[src/rtl/connect4_pkg.sv]
// Shared Connect-4 types: board geometry, cell encoding, writer FSM states.
// Latency: n/a (types and a pure combinational helper only).
// Backpressure: n/a.
package connect4_pkg;

    localparam int ROWS = 6;
    localparam int COLS = 7;

    typedef enum logic [1:0] {
        EMPTY = 2'b00,
        P1    = 2'b01,
        P2    = 2'b10
    } cell_t;

    // Row 0 is the top of the board, row ROWS-1 the bottom.
    typedef cell_t [ROWS-1:0][COLS-1:0] board_t;

    typedef enum logic [1:0] {
        IDLE   = 2'd0,
        FALL   = 2'd1,
        COMMIT = 2'd2
    } bw_state_t;

    // Reads one cell. Coordinates off the board read as EMPTY, so callers
    // can probe "the cell below" or an unchecked column without range
    // errors.
    function automatic cell_t cell_at(input board_t b,
                                      input logic [2:0] row,
                                      input logic [2:0] col);
        cell_at = EMPTY;
        for (int r = 0; r < ROWS; r++) begin
            for (int c = 0; c < COLS; c++) begin
                if (row == r[2:0] && col == c[2:0]) begin
                    cell_at = b[r][c];
                end
            end
        end
    endfunction

endpackage

[src/rtl/board_writer_if.sv]
// Move-request handshake between a move source and the board writer.
// Latency: n/a (wires only).
// Backpressure: move_ready from the writer; a request transfers when
// move_valid && move_ready on a clock edge.
//   move_valid : request present
//   move_ready : writer can take a request
//   column     : target column 0..6
//   player     : 01 = P1, 10 = P2
interface board_writer_if;
    logic       move_valid;
    logic       move_ready;
    logic [2:0] column;
    logic [1:0] player;

    modport master (output move_valid, output column, output player,
                    input  move_ready);
    modport slave  (input  move_valid, input  column, input  player,
                    output move_ready);
endinterface

[src/rtl/drop_timer.sv]
// Dwell counter for the falling piece: expire marks the last cycle of a row.
// Latency: expire is high DROP_TICKS cycles after restart is released.
// Backpressure: none; restart takes priority over counting.
//   clk, rst : clock, async active-high reset
//   restart  : force the count to zero on the next edge
//   expire   : count has reached DROP_TICKS-1
module drop_timer #(
    parameter int DROP_TICKS = 12_500_000
) (
    input  logic clk,
    input  logic rst,
    input  logic restart,
    output logic expire
);
    localparam int             W    = $clog2(DROP_TICKS + 1);
    localparam logic [W-1:0]   LAST = W'(DROP_TICKS - 1);

    logic [W-1:0] tick;

    always_ff @(posedge clk or posedge rst) begin
        if (rst) begin
            tick <= '0;
        end else if (restart) begin
            tick <= '0;
        end else begin
            tick <= tick + W'(1);
        end
    end

    assign expire = (tick == LAST);

endmodule

[src/rtl/board_writer.sv]
// Owns the Connect-4 board; animates a piece falling down a column and commits it.
// Latency: move accepted at E0, landing on row r, is visible after E0+(r+1)*DROP_TICKS+1.
// Backpressure: move_ready only in IDLE; requests while busy are dropped, not queued.
//   clk, rst        : clock, async active-high reset
//   clear           : synchronous board wipe, aborts any fall
//   mv              : move handshake (valid/ready, column, player)
//   board           : board state, read directly by display and win logic
//   falling_*       : animation position/owner, falling_active while in FALL
//   done, done_row  : commit pulse and the row written (held)
//   reject          : pulse for an illegal request
//   board_full      : every top-row cell occupied
module board_writer
    import connect4_pkg::*;
#(
    parameter int DROP_TICKS = 12_500_000
) (
    input  logic           clk,
    input  logic           rst,
    input  logic           clear,
    board_writer_if.slave  mv,
    output board_t         board,
    output logic           falling_active,
    output logic [2:0]     falling_row,
    output logic [2:0]     falling_col,
    output logic [1:0]     falling_player,
    output logic           done,
    output logic [2:0]     done_row,
    output logic           reject,
    output logic           board_full
);

    bw_state_t state, next_state;

    logic move_ready;
    logic accept;
    logic illegal;
    logic land;
    logic expire;
    logic timer_restart;

    // The timer only runs in FALL; it is held at zero elsewhere so the first
    // row gets a full dwell, and wraps to zero at each row boundary.
    assign timer_restart = (state != FALL) || expire;

    drop_timer #(
        .DROP_TICKS (DROP_TICKS)
    ) u_drop_timer (
        .clk     (clk),
        .rst     (rst),
        .restart (timer_restart),
        .expire  (expire)
    );

    // State register
    always_ff @(posedge clk or posedge rst) begin
        if (rst) begin
            state <= IDLE;
        end else begin
            state <= next_state;
        end
    end

    // Next-state logic
    always_comb begin
        next_state = state;
        if (clear) begin
            next_state = IDLE;
        end else begin
            case (state)
                IDLE:    if (accept && !illegal) next_state = FALL;
                FALL:    if (expire && land)     next_state = COMMIT;
                COMMIT:  next_state = IDLE;
                default: next_state = IDLE;
            endcase
        end
    end

    // Combinational outputs and decode
    always_comb begin
        move_ready = (state == IDLE);
        accept     = mv.move_valid && move_ready;
        illegal    = (mv.column > 3'd6)
                  || ((mv.player != P1) && (mv.player != P2))
                  || (cell_at(board, 3'd0, mv.column) != EMPTY);
        // The piece stops on the bottom row or on top of an occupied cell.
        land       = (falling_row == 3'd5)
                  || (cell_at(board, falling_row + 3'd1, falling_col) != EMPTY);
    end

    assign mv.move_ready = move_ready;

    always_comb begin
        board_full = 1'b1;
        for (int c = 0; c < COLS; c++) begin
            if (board[0][c] == EMPTY) board_full = 1'b0;
        end
    end

    // Registered datapath: board, animation position and pulses.
    always_ff @(posedge clk or posedge rst) begin
        if (rst) begin
            board          <= '0;
            falling_active <= 1'b0;
            falling_row    <= '0;
            falling_col    <= '0;
            falling_player <= '0;
            done           <= 1'b0;
            done_row       <= '0;
            reject         <= 1'b0;
        end else begin
            done           <= 1'b0;
            reject         <= 1'b0;
            falling_active <= (next_state == FALL);
            if (clear) begin
                board       <= '0;
                falling_row <= '0;
            end else begin
                case (state)
                    IDLE: begin
                        if (accept) begin
                            if (illegal) begin
                                reject <= 1'b1;
                            end else begin
                                falling_row    <= '0;
                                falling_col    <= mv.column;
                                falling_player <= mv.player;
                            end
                        end
                    end
                    FALL: begin
                        if (expire && !land) falling_row <= falling_row + 3'd1;
                    end
                    COMMIT: begin
                        for (int r = 0; r < ROWS; r++) begin
                            for (int c = 0; c < COLS; c++) begin
                                if (falling_row == r[2:0] && falling_col == c[2:0]) begin
                                    board[r][c] <= cell_t'(falling_player);
                                end
                            end
                        end
                        done_row <= falling_row;
                        done     <= 1'b1;
                    end
                    default: ;
                endcase
            end
        end
    end

endmodule
[src/flat_wrapper.sv]
// flat-port wrapper written by rule: the top's interface ports become plain ports
module board_writer_flat import connect4_pkg::*;
#(
    parameter int DROP_TICKS = 12_500_000
)
  (clk, rst, clear, board, falling_active, falling_row, falling_col, falling_player, done, done_row, reject, board_full, mv_move_valid, mv_column, mv_player, mv_move_ready);
  board_writer_if mv_i ();
  input  logic clk;
  input  logic rst;
  input  logic clear;
  output board_t board;
  output logic falling_active;
  output logic [2:0] falling_row;
  output logic [2:0] falling_col;
  output logic [1:0] falling_player;
  output logic done;
  output logic [2:0] done_row;
  output logic reject;
  output logic board_full;
  input wire logic [$bits(mv_i.move_valid)-1:0] mv_move_valid;
  input wire logic [$bits(mv_i.column)-1:0] mv_column;
  input wire logic [$bits(mv_i.player)-1:0] mv_player;
  output wire logic [$bits(mv_i.move_ready)-1:0] mv_move_ready;
  assign mv_i.move_valid = mv_move_valid;
  assign mv_i.column = mv_column;
  assign mv_i.player = mv_player;
  assign mv_move_ready = mv_i.move_ready;
  board_writer #(.DROP_TICKS(DROP_TICKS)) u_core (.clk(clk), .rst(rst), .clear(clear), .mv(mv_i), .board(board), .falling_active(falling_active), .falling_row(falling_row), .falling_col(falling_col), .falling_player(falling_player), .done(done), .done_row(done_row), .reject(reject), .board_full(board_full));
endmodule
[config.mk]
export PLATFORM = sky130hd
export DESIGN_NAME = board_writer_flat
export DESIGN_NICKNAME = d
export VERILOG_FILES = /design/src/rtl/connect4_pkg.sv /design/src/rtl/board_writer_if.sv /design/src/rtl/drop_timer.sv /design/src/rtl/board_writer.sv /design/src/flat_wrapper.sv
export SDC_FILE = /design/constraint.sdc
export NUM_CORES = 1
export LEC_CHECK = 0
export CORE_MARGIN = 10
export CORE_UTILIZATION = 50
export CTS_CLUSTER_DIAMETER = 120
export DETAILED_ROUTE_END_ITERATION = 16
export PLACE_DENSITY = 0.75
export SLEW_MARGIN = 20
export SYNTH_ARGS = -nofsm -noshare
export SYNTH_HDL_FRONTEND = slang
export SYNTH_SLANG_ARGS = --single-unit
[constraint.sdc]
create_clock -name clk -period 6.03 [get_ports clk]
set_clock_uncertainty 0.2 [all_clocks]
set_input_delay 1.5075 -clock clk [delete_from_list [all_inputs] [get_ports clk]]
set_output_delay 1.5075 -clock clk [all_outputs]
set_load 0.05 [all_outputs]
## Word level (Yosys, flattened, before mapping)

Cells that the tools add are included.

| word-level totals | value |
|---|---|
| flip-flop bits (word level) | 124 |
| bits in latches | 0 |
| RAM bits | 0 |
| bits in read-only memories | 0 |
| bits of input ports | 9 |
| output and inout bits | 100 |
| word-level logic and storage cells | 402 |
| memories | 0 |

| operators by class | value |
|---|---|
| add/subtract/negate cells | 2 |
| multiply operators | 0 |
| divide/modulo/power cells | 0 |
| $lt $le $gt $ge | 1 |
| equal/unequal tests | 32 |
| shifts and indexed selects | 0 |
| multiplexer cells | 116 |
| bitwise operators | 2 |
| reductions and logical operators | 198 |

Operator list:

| cell | number |
|---|---|
| 2-to-1 mux 2 bit | 94 |
| 2-to-1 mux 84 bit | 2 |
| nonzero test 2 bit | 45 |
| logical AND 1 bit | 89 |
| AND reduction 2 bit | 43 |
| == test 3 bit (second input constant) | 10 |
| adder 24 x 1 -> 24 bit (second input constant) | 1 |
| == test 24 bit (second input constant) | 1 |
| == test 3 x 2 -> 1 bit (second input constant) | 8 |
| 2-to-1 mux 24 bit | 1 |
| zero test 2 bit | 8 |
| 2-to-1 mux 1 bit | 13 |
| == test 3 x 1 -> 1 bit (second input constant) | 4 |
| zero test 3 bit | 4 |
| 2-to-1 mux 3 bit | 4 |
| AND reduction 4 bit | 2 |
| != test 3 x 2 -> 1 bit (second input constant) | 2 |
| case mux 3 bit (2 select lines) | 1 |
| == test 2 x 1 -> 1 bit (second input constant) | 2 |
| logical OR 1 bit | 4 |
| != test 2 x 1 -> 1 bit (second input constant) | 2 |
| case mux 2 bit (2 select lines) | 1 |
| adder 3 x 1 -> 3 bit (second input constant) | 1 |
| greater-than comparator 3 bit (second input constant) | 1 |
| other kinds (6) | 8 |

## Depth between registers and ports, before layout

| depth | value |
|---|---|
| word-level depth | 52 |
| gate-level depth with buffers | 12 |
| gate-level depth less buffers | 10 |

## By module

Synthesis repeated with hierarchy kept, for this count alone.

| unflattened totals | value |
|---|---|
| cell total of the unflattened synthesis | 837 |
| area, all modules | 7050.5 um^2 |

By module, submodules not included:

| module | times used | cells each | area an instance (um^2) | sequential area each (um^2) |
|---|---|---|---|---|
| board_writer | 1 | 711 | 5813.1 | 2502.4 |
| drop_timer | 1 | 126 | 1237.4 | 600.6 |

## Worst setup path after synthesis

Ideal clock, no wire load.

| timing | value |
|---|---|
| kind | flip-flop to output port |
| start | reg u_core.board[5] (netlist name) |
| end | out board_full |
| arrival time | 2.372 ns |
| required time | 4.322 ns |
| slack | 1.950 ns |
| cell stages (with the launch flop) | 3 |
| buffers on the path | 0 |
| cell sequence | dfrtp_1 > o22ai_1 > nor4_1 |

| on the way | value |
|---|---|
| word-level cells in the longest chain between the ends | 6 |

RTL lines:

| item | line | text |
|---|---|---|
| zero test 2 bit | board_writer.sv:95 | `if (board[0][c] == EMPTY) board_full = 1'b0;` |
| 2-to-1 mux 1 bit (5 in a row) | board_writer.sv:95 |  |
| end: declaration | flat_wrapper.sv:19 | `output logic board_full;` |

Every way passes these cells.

## Final worst setup path

| timing | value |
|---|---|
| start | reg u_core.falling_col[0] |
| end | out falling_col[0] |

RTL lines:

| item | line | text |
|---|---|---|
| start: declaration | board_writer.sv:24 | `output logic [2:0] falling_col,` |
| start signal: assignment | board_writer.sv:125 | `falling_col <= mv.column;` |
| end: declaration | flat_wrapper.sv:14 | `output logic [2:0] falling_col;` |

No word-level cell between the ends.

==> run metrics <==
vias post-DR 6,601; Netlist cell types 71; CTS tree done; H-Tree Depth 4; PostCTS Resize Cnt 0; required time worst endpoint 4.32 ns; layout cells sized above 1 7.56%; postcts setup bufs 0; Slew @ Worst Pin 1.02 ns; maxcap violations 0; Net Count, Synth 841; hold depth 1; total gr overflow 0; RSZ-0062 raised after global routing false; first-pass GRT wire length 33,400 um; worst reg2reg endpoint u_core.falling_row[0]; grt met3 use 6.34%; DR pass1 iterations 6; status completed; number of enable flip-flop cells after synthesis 0; root buf cell clkbuf_16; Reg clk slew, reported paths 0.06 ns; Die ar. 19,000 um2; ys async rst share 100%; # nets final 916; Reg2Reg Launch Point u_core.falling_row[0]; minimum clock period 4.12 ns; top-level I/O count 109; Area after DPL 8050 um2; Seq/Total Area, Yosys 44.6%; Max FO, Critical Path 25; relative slew slack 32.0%; Finish-stage setup viols 0; Starting DRT DRC Count 782; crit path kind flip-flop to output port; family with the most delay on the worst path buffers and inverters; cells after synthesis 825; global route hottest layer met2; Pleak 3.36 nW; met2 usage 34.3%; CP startpoint kind flip-flop; R2R depth 9; Die W 138 um; latest clock arrival within the worst-skew pair 0.44 ns; Bufs and invs on worst path 1; FP Rows 43; Worst Setup End Kind output port; Worst Hold Class flip-flop to flip-flop; # DRC 0; initial antenna violation count 0; Slowest-stage cell, CP clkdlybuf4s50_1; ANT nets after route 0; area added between synthesis and finish 24.4%; hold endpoint u_core.u_drop_timer.tick[0]; Total GRT Usage 22.4%; yosys warns 0; Clock Tree Buf Depth 2; Final Max Slew Viols 0; Die Span Y 138 um; period utilization 68.4%; final WL 21,200 um; largest net degree at the start of global routing 62; DR WL/cell 19.4 um; pwr/cell area 295 nW/um2; top_reg_cell synth dfrtp_1; crit path cell chain clkdlybuf4s50_1; CTS Sinks 124; vias in the first global route 6,202; Core Region 13,800 um2; Avg Vias per Cell 6.04; reg2reg setup slack 2.22 ns; setup TNS 0 ns; Antenna Cells 0; Hold Crit Start u_core.u_drop_timer.tick[0]; CTS Buf Count 17; Mean Syn Cell Area 8.44 um2; Starting Density 50.5%; Synth Cell Area 6960 um2; post-cts hold buffer count 0; RD Place Congestion 0.948; register bit total from synthesis 124; design area 8660 um2; maximum vdd drop 0.249 mV; f_max 0.243 GHz; Final HPWL DP 14,400 um; Largest stage delay, worst path 1.01 ns; Port-buffer cells 108; final hold viol count 0; GRT met1 Usage 29.2%; CP Data Arrival Time 2.41 ns
[registers in the layout (all words and copies together) (netlist names)]
signal,count
u_core.u_drop_timer.tick,24
u_core.falling_row,3
u_core.board,84
u_core.reject,1
u_core.falling_player,2
u_core.done,1
u_core.falling_active,1
u_core.state,2
u_core.falling_col,3
u_core.done_row,3
[per-stage QoR]
stage	total power, W	hold slack, ns	setup slack (ns)	utilization [%]	instances
after floorplan	0.00133	0.255	1.02	-	825
after global placement	0.00147	0.275	2.08	58.4	1061
after detailed placement	0.00148	0.285	2.01	58.4	1061
after CTS	0.00254	0.293	1.94	62.8	1093
after global routing	0.00264	0.322	1.84	62.8	1093
final	0.00255	0.289	1.91	62.8	1093
[synth_stat cells (5+ instances only)]
| master | instances | area share (%) |
|---|---|---|
| nor4_1 | 5 | 0.45 |
| xor2_1 | 12 | 1.5 |
| a31oi_1 | 6 | 0.54 |
| nand4_1 | 7 | 0.63 |
| dfrtp_1 | 124 | 45 |
| inv_1 | 13 | 0.70 |
| mux2_2 | 14 | 2.3 |
| nand2b_1 | 10 | 0.90 |
| nand3_1 | 57 | 4.1 |
| a21oi_1 | 102 | 7.3 |
| clkbuf_1 | 43 | 2.3 |
| mux2i_1 | 14 | 2.0 |
| or3_1 | 9 | 0.81 |
| buf_2 | 7 | 0.50 |
| nand2_1 | 130 | 7.0 |
| and3_1 | 7 | 0.63 |
| nor2_1 | 78 | 4.2 |
| o22ai_1 | 9 | 0.81 |
| nor3_1 | 9 | 0.65 |
| ha_1 | 7 | 1.3 |
| xnor2_1 | 9 | 1.1 |
| o21ai_0 | 63 | 4.5 |
| nor2b_1 | 11 | 0.99 |
[cells by family (layout without fill, tap and decap cells)]
| family | after synthesis | in the layout | synth area share, % |
|---|---|---|---|
| AOI/OAI and AO/OA | 227 | 227 | 19.3 |
| muxes | 30 | 30 | 4.93 |
| xor gates and xnor gates | 21 | 21 | 2.64 |
| adders and majority gates | 7 | 7 | 1.26 |
| DFF | 124 | 124 | 44.6 |
| buffers and inverters | 74 | 162 | 4.76 |
| and+or+nand+nor | 342 | 342 | 22.6 |
[routing by layer]
| metal | part of all wire (%) | vias to the layer above |
|---|---|---|
| li1 | - | 3060 |
| met3 | 9.4 | 49 |
| met5 | 0 | - |
| met2 | 46 | 329 |
| met4 | 2.3 | 0 |
| met1 | 42 | 3163 |
[worst reg2reg max path, cell delays in order, from the launching register on]
cell and delay [ns]:
dfrtp_1 0.50, ha_1 0.26, ha_1 0.67, nand2_1 0.30, a2111oi_1 0.62, o311ai_1 0.19, a22oi_2 0.24, o211ai_2 0.19
a211oi_2 0.35, mux2i_1 0.23
[layout make-up]
cell class                 instances  area, um2
clock inverter                    12        170
fill                            1201       5120
multi-input combinational        627       3530
inverter                          13       51.3
timing repair buffer             117       1140
tap                              180        225
clock buffer                      20        437
sequential                       124       3100
[where the power goes]
group          switching [W]  internal (W)  total (W)
sequential         0.0000444      0.000846   0.000890
combinational       0.000423      0.000165   0.000589
clock               0.000383      0.000688    0.00107
[cells in the final DEF, fill, tap and decap left out, types with 6 or more instances in the layout]
cell type,n
clkbuf_16,17
buf_4,9
nor2b_1,11
clkdlybuf4s50_1,107
ha_1,7
a21oi_1,102
xnor2_1,9
and3_1,7
mux2i_1,14
o22ai_1,9
a31oi_1,6
nand4_1,7
nand2_1,130
nor3_1,9
o21ai_0,63
inv_1,12
or3_1,9
nand2b_1,10
nand3_1,57
xor2_1,12
dfrtp_1,124
mux2_2,14
nor2_1,78
[worst max-delay path by stage]
| stage | slack, ns | cells past startpoint | endpoint | start |
|---|---|---|---|---|
| finish | 1.91 | 1 | falling_col[0] | u_core.falling_col[0] |
| global route | 1.84 | 1 | falling_col[0] | u_core.falling_col[0] |
| CTS | 1.94 | 1 | falling_col[0] | u_core.falling_col[0] |
| detailed placement | 2.01 | 7 | u_core.falling_col[1] | mv_column[0] |
| global placement | 2.08 | 7 | u_core.falling_col[1] | mv_column[0] |
| floorplan | 1.02 | 1 | u_core.board[0] | rst |
No activity file was read; power rests on OpenSTA's default activity.
